<file path="src/rtl/sevenseg_pkg.sv">
// Shared seven-segment encodings and the leading-zero helper used by the
// sevenseg decoder and the multiplexed display driver.
package sevenseg_pkg;

    localparam int MAX_DIGITS = 16;

    typedef enum logic {
        ST_BLANK = 1'b0,
        ST_SHOW  = 1'b1
    } scan_state_t;

    // Segment a in bit 6 (abcdefg) or in bit 0 (gfedcba), active-high.
    localparam logic [6:0] SEG_ABCDEFG [16] = '{
        7'h7e, 7'h30, 7'h6d, 7'h79, 7'h33, 7'h5b, 7'h5f, 7'h70,
        7'h7f, 7'h7b, 7'h77, 7'h1f, 7'h4e, 7'h3d, 7'h4f, 7'h47
    };
    localparam logic [6:0] SEG_GFEDCBA [16] = '{
        7'h3f, 7'h06, 7'h5b, 7'h4f, 7'h66, 7'h6d, 7'h7d, 7'h07,
        7'h7f, 7'h6f, 7'h77, 7'h7c, 7'h39, 7'h5e, 7'h79, 7'h71
    };

    function automatic logic [6:0] seg_lookup(input logic [3:0] hex, input logic inverse);
        return inverse ? SEG_GFEDCBA[hex] : SEG_ABCDEFG[hex];
    endfunction

    // Bit i set when digit i and every digit above it are zero; digit 0 never set.
    function automatic logic [MAX_DIGITS-1:0] lz_mask(input logic [4*MAX_DIGITS-1:0] value);
        logic upper_zero;
        lz_mask    = '0;
        upper_zero = 1'b1;
        for (int i = MAX_DIGITS - 1; i > 0; i--) begin
            upper_zero = upper_zero & (value[4*i +: 4] == 4'h0);
            lz_mask[i] = upper_zero;
        end
    endfunction

endpackage

</file>
<file path="src/rtl/sevenseg.sv">
// Combinational hex to seven-segment decoder with selectable bit order and
// output polarity.
module sevenseg
    import sevenseg_pkg::*;
#(
    parameter int ZERO_IS_ON        = 0,
    parameter int INVERSE_NUMBERING = 0
) (
    input  logic [3:0] in_hex,
    output logic [6:0] out_leds
);

    assign out_leds = seg_lookup(in_hex, INVERSE_NUMBERING != 0) ^ {7{ZERO_IS_ON != 0}};

endmodule

</file>
<file path="src/rtl/sevenseg_mux.sv">
// Time-multiplexed seven-segment driver: shadowed value/dp, per-slot scan with
// leading blank time, optional leading-zero suppression, registered outputs.
//
// state    | meaning
// ST_BLANK | start of a digit slot, all selects and segments off
// ST_SHOW  | sel[idx] active, segments/dp of digit idx driven
module sevenseg_mux
    import sevenseg_pkg::*;
#(
    parameter int NUM_DIGITS          = 4,
    parameter int MAIN_CLK            = 50_000_000,
    parameter int SCAN_CLK            = 1_000,
    parameter int BLANK_CYCLES        = 16,
    parameter int ZERO_IS_ON          = 0,
    parameter int SEL_ZERO_IS_ON      = 0,
    parameter int INVERSE_NUMBERING   = 0,
    parameter int BLANK_LEADING_ZEROS = 0
) (
    input  logic                    in_clk,
    input  logic                    in_rst_n,
    input  logic [4*NUM_DIGITS-1:0] in_value,
    input  logic [NUM_DIGITS-1:0]   in_dp,
    input  logic                    in_update,
    output logic [6:0]              out_leds,
    output logic                    out_dp,
    output logic [NUM_DIGITS-1:0]   out_sel
);

    localparam int CLK_DIV = MAIN_CLK / SCAN_CLK;
    localparam int PRESC_W = (CLK_DIV > 1) ? $clog2(CLK_DIV) : 1;
    localparam int IDX_W   = (NUM_DIGITS > 1) ? $clog2(NUM_DIGITS) : 1;

    localparam logic [PRESC_W-1:0]    PRESC_LAST = PRESC_W'(CLK_DIV - 1);
    localparam logic [PRESC_W-1:0]    BLANK_LAST = PRESC_W'((BLANK_CYCLES > 0) ? BLANK_CYCLES - 1 : 0);
    localparam logic [IDX_W-1:0]      IDX_LAST   = IDX_W'(NUM_DIGITS - 1);
    localparam logic [6:0]            SEG_OFF    = {7{ZERO_IS_ON != 0}};
    localparam logic                  DP_OFF     = (ZERO_IS_ON != 0);
    localparam logic [NUM_DIGITS-1:0] SEL_OFF    = {NUM_DIGITS{SEL_ZERO_IS_ON != 0}};

    if (NUM_DIGITS < 1 || NUM_DIGITS > MAX_DIGITS) begin : g_bad_num_digits
        $error("sevenseg_mux: NUM_DIGITS out of range");
    end
    if (BLANK_CYCLES < 0 || BLANK_CYCLES >= CLK_DIV) begin : g_bad_blank_cycles
        $error("sevenseg_mux: BLANK_CYCLES must satisfy 0 <= BLANK_CYCLES < CLK_DIV");
    end

    logic [PRESC_W-1:0]      r_presc;
    logic [IDX_W-1:0]        r_idx;
    scan_state_t             r_state;
    logic [4*NUM_DIGITS-1:0] r_val;
    logic [NUM_DIGITS-1:0]   r_dp;
    logic [NUM_DIGITS-1:0]   r_sel;
    logic [6:0]              r_leds;
    logic                    r_dp_out;

    logic                    w_wrap;
    logic [PRESC_W-1:0]      w_presc_next;
    logic [IDX_W-1:0]        w_idx_next;
    scan_state_t             w_state_next;
    logic                    w_show_next;
    logic [4*MAX_DIGITS-1:0] w_val_wide;
    logic [NUM_DIGITS-1:0]   w_lz_mask;
    logic                    w_lz_blank;
    logic [3:0]              w_hex;
    logic [6:0]              w_seg;
    logic [NUM_DIGITS-1:0]   w_sel_hot;

    assign w_wrap       = (r_presc == PRESC_LAST);
    assign w_presc_next = w_wrap ? '0 : r_presc + PRESC_W'(1);
    assign w_idx_next   = !w_wrap              ? r_idx :
                          (r_idx == IDX_LAST)  ? '0    : r_idx + IDX_W'(1);

    always_comb begin
        w_state_next = r_state;
        if (w_wrap) begin
            w_state_next = (BLANK_CYCLES > 0) ? ST_BLANK : ST_SHOW;
        end else if (r_state == ST_BLANK && (BLANK_CYCLES == 0 || r_presc == BLANK_LAST)) begin
            w_state_next = ST_SHOW;
        end
    end

    always_ff @(posedge in_clk or negedge in_rst_n) begin
        if (!in_rst_n) begin
            r_presc <= '0;
            r_idx   <= '0;
            r_state <= ST_BLANK;
        end else begin
            r_presc <= w_presc_next;
            r_idx   <= w_idx_next;
            r_state <= w_state_next;
        end
    end

    // Whole-word capture so a slot never mixes old and new nibbles.
    always_ff @(posedge in_clk or negedge in_rst_n) begin
        if (!in_rst_n) begin
            r_val <= '0;
            r_dp  <= '0;
        end else if (in_update) begin
            r_val <= in_value;
            r_dp  <= in_dp;
        end
    end

    // Output registers are loaded from the next scan position, so select and
    // segments switch together on the same edge as the state register.
    always_comb begin
        w_val_wide = '0;
        w_val_wide[4*NUM_DIGITS-1:0] = r_val;
    end

    assign w_lz_mask   = NUM_DIGITS'(lz_mask(w_val_wide));
    assign w_lz_blank  = (BLANK_LEADING_ZEROS != 0) && w_lz_mask[w_idx_next];
    assign w_hex       = r_val[{w_idx_next, 2'b00} +: 4];
    assign w_show_next = (w_state_next == ST_SHOW);
    assign w_sel_hot   = NUM_DIGITS'(1) << w_idx_next;

    sevenseg #(
        .ZERO_IS_ON        (0),
        .INVERSE_NUMBERING (INVERSE_NUMBERING)
    ) u_dec (
        .in_hex   (w_hex),
        .out_leds (w_seg)
    );

    always_ff @(posedge in_clk or negedge in_rst_n) begin
        if (!in_rst_n) begin
            r_sel    <= SEL_OFF;
            r_leds   <= SEG_OFF;
            r_dp_out <= DP_OFF;
        end else begin
            r_sel    <= w_show_next ? (w_sel_hot ^ SEL_OFF) : SEL_OFF;
            r_leds   <= (w_show_next && !w_lz_blank) ? (w_seg ^ SEG_OFF) : SEG_OFF;
            r_dp_out <= w_show_next ? (r_dp[w_idx_next] ^ DP_OFF) : DP_OFF;
        end
    end

    assign out_sel  = r_sel;
    assign out_leds = r_leds;
    assign out_dp   = r_dp_out;

endmodule

</file>
<file path="config.mk">
export PLATFORM = sky130hd
export DESIGN_NAME = sevenseg_mux
export DESIGN_NICKNAME = d
export VERILOG_FILES = /design/src/rtl/sevenseg_pkg.sv /design/src/rtl/sevenseg.sv /design/src/rtl/sevenseg_mux.sv
export SDC_FILE = /design/constraint.sdc
export NUM_CORES = 1
export LEC_CHECK = 0
export CAP_MARGIN = 20
export CORE_ASPECT_RATIO = 2
export CORE_UTILIZATION = 43
export CTS_CLUSTER_DIAMETER = 120
export DETAILED_ROUTE_END_ITERATION = 12
export GPL_TIMING_DRIVEN = 0
export PLACE_DENSITY_LB_ADDON = 0.08
export SYNTH_ARGS = -nofsm -noshare
export SYNTH_HDL_FRONTEND = slang
export SYNTH_SLANG_ARGS = --single-unit
</file>
<file path="constraint.sdc">
create_clock -name in_clk -period 8 [get_ports in_clk]
set_clock_uncertainty 0.1 [all_clocks]
set_input_delay 1.6 -clock in_clk [delete_from_list [all_inputs] [get_ports in_clk]]
set_output_delay 1.6 -clock in_clk [all_outputs]
set_load 0.03 [all_outputs]
</file>
# Yosys cells after proc, flatten, opt, wreduce, memory -nomap -nowiden
# Memories as Yosys holds them, arrays and structs flattened.
# Cells that the tools add are included.
# totals
reg_bits,51
rom_bits,112
in_bits,23
output_inout_bits,12
wordCells,33
mem_count,1
# memory_table
memory,words,word_bits,rd,rd_ports_with_merged_regs,write_ports,line_no,source
(name not given),16,7,1,0,0,sevenseg_pkg.sv:23,return inverse ? SEG_GFEDCBA[hex] : SEG_ABCDEFG[hex];
# classes
n_addsub,2
n_lt_le_gt_ge,2
eq_ne,3
n_shift,2
mux,12
bitwise_logic,2
reduce_logical,1
# op_table
operator,count
$mux 7,3
$add 16x1->16 const B,1
$eq 16x16->1 const B,1
$eq 16x4->1 const B,1
$mux 16,1
$shiftx 16x5->4,1
$ge 5x5->1 const B,1
$not 4->5,1
$mux 1,4
$mux 2,2
$mux 4,1
$shl 1x2->4 const A,1
$lt 2x3->1 const B,1
$add 2x1->2 const B,1
$bmux 1 s2,1
$eq 2x2->1 const B,1
$logic_and 1x1->1,1
$not 1->1,1

# Logic depth before layout (Yosys ltp)
# depth
depth_word,9
depth_mapped,14

# By module
# A second synthesis with hierarchy kept.
# unflattened
hier_cells,202
hier_area_um2,2463.6
# modules_own_cells
mod,instances,cells_per_inst,area_per_inst_um2,seq_area_each_um2
sevenseg_mux,1,169,2175.8,1276.2
sevenseg,1,33,287.8,0.0

# Least setup slack after synthesis
# No wires, ideal clock.
# synth_timing
path_type,register to register
from,reg r_presc[10]
to,reg r_leds[6] (netlist: out_leds[6])
t_arrival_ns,2.773
setup_slack_ns,5.055
path_stages_with_launch,14
path_buffers,2
cell_sequence,dfrtp_1 nor4_2 and4_4 buf_12 a21oi_1 a21oi_2 buf_2 mux2i_1 a22o_1 inv_1 ha_1 or3b_1 o221a_1 nor2_1
# synth_between
elab_chain_cells,8
word_cells_on_any_way,12
cone_classes,eq/ne: 2; shift: 1; mux: 6; bitwise: 1; reduce/logical: 1; memory: 1
# synth_rtl
element,line_no,source
from (decl),sevenseg_mux.sv:47,logic [PRESC_W-1:0] r_presc;
from (signal assigned),sevenseg_mux.sv:88,r_presc <= w_presc_next;
$eq 16x16->1,sevenseg_mux.sv:68,assign w_wrap = (r_presc == PRESC_LAST);
$mux 2,sevenseg_mux.sv:70,assign w_idx_next = !w_wrap ? r_idx :
named net w_idx_next[0],sevenseg_mux.sv:58,logic [IDX_W-1:0] w_idx_next;
$shiftx 16x5->4,sevenseg_mux.sv:114,"assign w_hex = r_val[{w_idx_next, 2'b00} +: 4];"
$not 4->5 (implied by the code),sevenseg_pkg.sv:23,
$mem_v2 16x7,-,
$mux 7 (implied by the code) (2 in series),sevenseg_pkg.sv:23,
$mux 7,sevenseg_mux.sv:133,r_leds <= (w_show_next && !w_lz_blank) ? (w_seg ^ SEG_OFF) : SEG_OFF;
to (signal assigned),sevenseg_mux.sv:133,
to (decl),sevenseg_mux.sv:53,logic [6:0] r_leds;
# The timed path passes the listed nets, and every way through them passes these cells. The select of a mux whose other input is x is not followed.
# A chain may end at the register's enable or synchronous reset.

# Worst setup path in the final report
# layout_timing
from,reg r_presc[11]
to,reg r_leds[6] (netlist: out_leds[6])
# The elaborated chain is that of the path after synthesis.

==> out/qor.csv <==
metric;value;unit
Die X;56.4;microns
number of cells on the worst reg-to-reg path;13;
Cells after Synth;217;
synth warn;0;
worst path bufs/invs;3;
critical path fanouts, max;10;
Hold Crit Class;register to register;
Seq pwr share;47.4;%
CP arrival;3620;ps
Clock Pin Slew Worst Setup and Hold Paths;60;ps
RSZ-0062 raised after global routing;no;
NetSw;0.142;mW
crit path to;out_leds[6];
remaining antenna violation count;0;
reg2reg setup slack;4500;ps
measured slew at the worst slew-check pin;616;ps
Logic pwr share;15.6;%
critical path endpoint category;register;
post_cts resized;0;
number of synthesized register bits;51;
syn nets;248;
Placer Congestion;0.787;
number of library cell types mapped by synthesis;42;
status;completed;
Post-Route WL;4860;microns
Post-synth EDFFs;0;
sw frac;23.7;%
Area after DPL;2960;sq um
vias;1748;
syn avg cell area;11.7;sq um
crit path time final;3500;ps
# hold bufs at CTS;0;
clk_lat worst skew;290;ps
Syn Std Cell Area;2540;sq um
count of final max-slew check failures;0;
average wire per standard cell;15.2;microns
global-route wire length before repair;8540;microns
die height;111;microns
VDD IR max;0.182;mV
leak pwr;1.36;nW
port buffer count;33;
Post-DP HPWL;3730;microns
FFs w/ async S/R, synth;100;%
Initial DRC Count;45;
Setup Viol. Count Final;0;
critical path's top delay family;simple AND/OR/NAND/NOR gates;
Fmax achieved;285;MHz
share of layout cells above drive strength 1;18.9;%
Rows;39;
slew margin rel.;58.9;%
worst path cell trace;nor3_1, and4_4, buf_12, a21oi_1, a21oi_2, buf_2, mux2i_1, a22o_1, inv_1, ha_1, or3b_1, o221a_1, nor2_1;
NumNets Final;289;
1st-pass router iterations;4;
WS Path Type;register to register;
clock share of power;37.0;%
origin of the worst setup path;r_presc[11];
dpl cells;312;
die area;6240;sq um
total CTS buffers;5;
sequential element share of the synthesized area;50.2;%
R2R Path Start;r_presc[11];
largest stage delay on the critical path;470;ps
Initial Utilization;44.5;%
Antenna Diode Count;0;
Fin Setup TNS;0;ps
H-tree depth;2;
startpoint types;register;
final instance area;3120;sq um
final period utilization;43.8;%
Post-synth top cells;dfrtp_1 (51), mux2_2 (24), nor2_1 (16);
I/O Pins;35;
CTS tree;yes;
Crit. path cell count;13;
core area;5710;sq um
FF+latch area;1280;sq um
top area cells in the synthesized netlist;dfrtp_1 (50%), mux2_2 (11%), ha_1 (3.9%);
FILL cells;517;
Final Non-Filler Cells;320;
DRC Markers;0;
largest net degree at the start of global routing;34;
Int Pwr;0.456;mW
Slowest cell on crit path;nor3_1;
Root Buffer;clkbuf_16;
Synth area leader;dfrtp_1;
vias per cell;5.46;
count leader, synth;dfrtp_1;
final hold viol count;0;
r2r endpoint;out_leds[6];
area grow syn2layout;22.7;%
multi-input logic area;1180;sq um
PD cells;191;nW/um^2
Clock Path Buffers;2;
Critical Path RT;8120;ps
Max Cap Violations;0;
Sink Count;51;
Total GRT Usage;17.7;%
grt total ovfl;0;
Main synth FF type;dfrtp_1;
share of the synthesized area in the top cell type;50.2;%
Setup Fix Bufs, Post-CTS;0;
initial antenna violation count;0;
vias in the first global route;1817;
## area by class of cell
| cell class | count | share of cell area [%] |
|---|---|---|
| Tap cell | 61 | 2.45 |
| Sequential cell | 51 | 40.9 |
| Inverter | 5 | 0.762 |
| Multi-Input combinational cell | 152 | 37.8 |
| Timing Repair Buffer | 34 | 11.1 |
| Clock buffer | 8 | 5.01 |
| Buffer | 9 | 2.04 |
## how the worst min path moves through the flow
| stage | from | endpoint | slack, ps | cells past startpoint |
|---|---|---|---|---|
| final | r_presc[0] | r_presc[0] | 360 | 1 |
| after global routing | r_presc[0] | r_presc[0] | 390 | 1 |
| after CTS | r_presc[0] | r_presc[0] | 360 | 1 |
| after detailed placement | r_presc[0] | r_presc[0] | 350 | 1 |
| after global placement | r_presc[0] | r_presc[0] | 350 | 1 |
| after floorplan | r_presc[0] | r_presc[0] | 330 | 1 |
## cell usage in the layout (no fill, tap or decap), types with 3 or more instances in the layout
cell type,n
dfrtp_1,51
clkdlybuf4s50_1,32
mux2_2,24
nor2_1,16
a21oi_1,13
nand3_1,9
mux2i_1,9
xor2_1,9
nand2_1,8
ha_1,8
and3_1,7
o21ai_0,6
nor3_1,5
clkbuf_1,5
nand2b_1,5
xnor2_1,5
clkbuf_16,5
inv_1,4
buf_2,3
and2_1,3
## power groups by stage
| stage | logic (mW) | registers [mW] | clock network, mW |
|---|---|---|---|
| 2_1_floorplan | 0.0427 | 0.300 | 0 |
| 3_3_place_gp | 0.0924 | 0.288 | 0 |
| 3_5_place_dp | 0.0947 | 0.288 | 0 |
| 4_1_cts | 0.0948 | 0.283 | 0.228 |
| 5_1_grt | 0.101 | 0.285 | 0.235 |
| 6_report | 0.0934 | 0.283 | 0.221 |
## flip-flops by register name, summed over array words and instances (netlist names)
name	count
out_leds	7
r_presc	16
r_dp	4
out_dp	1
r_val	16
r_idx	2
out_sel	4
r_state	1
## layer usage
metal | vias up | track usage, % | wire, microns
met5 | - | 0 | 0
met4 | 0 | 9.76 | 163
met2 | 33 | 32.5 | 2770
met3 | 12 | 3.15 | 122
met1 | 857 | 18.3 | 1810
li1 | 846 | - | -
## stage by stage
step | hold WS (ps) | setup slack, ps | util [%] | power [mW]
final | 358 | 4500 | 54.7 | 0.597
after floorplan | 325 | 5060 | - | 0.343
after CTS | 361 | 4530 | 54.7 | 0.606
after detailed placement | 352 | 4560 | 51.9 | 0.383
after global placement | 346 | 3680 | 51.7 | 0.380
after global routing | 393 | 4370 | 54.7 | 0.622
## cells by family (layout without fill, tap and decap cells)
logic type      Yosys count  in the layout  share of synthesized area (%)
buf+inv                  14             56                           3.44
flops                    51             51                           50.2
simple gates             64             64                           14.3
mux                      34             34                           15.1
fa+ha+maj                 8              8                           3.94
compound gates           32             32                           8.22
xor+xnor                 14             14                           4.82
Note: power is estimated with default switching activity, not from simulation.
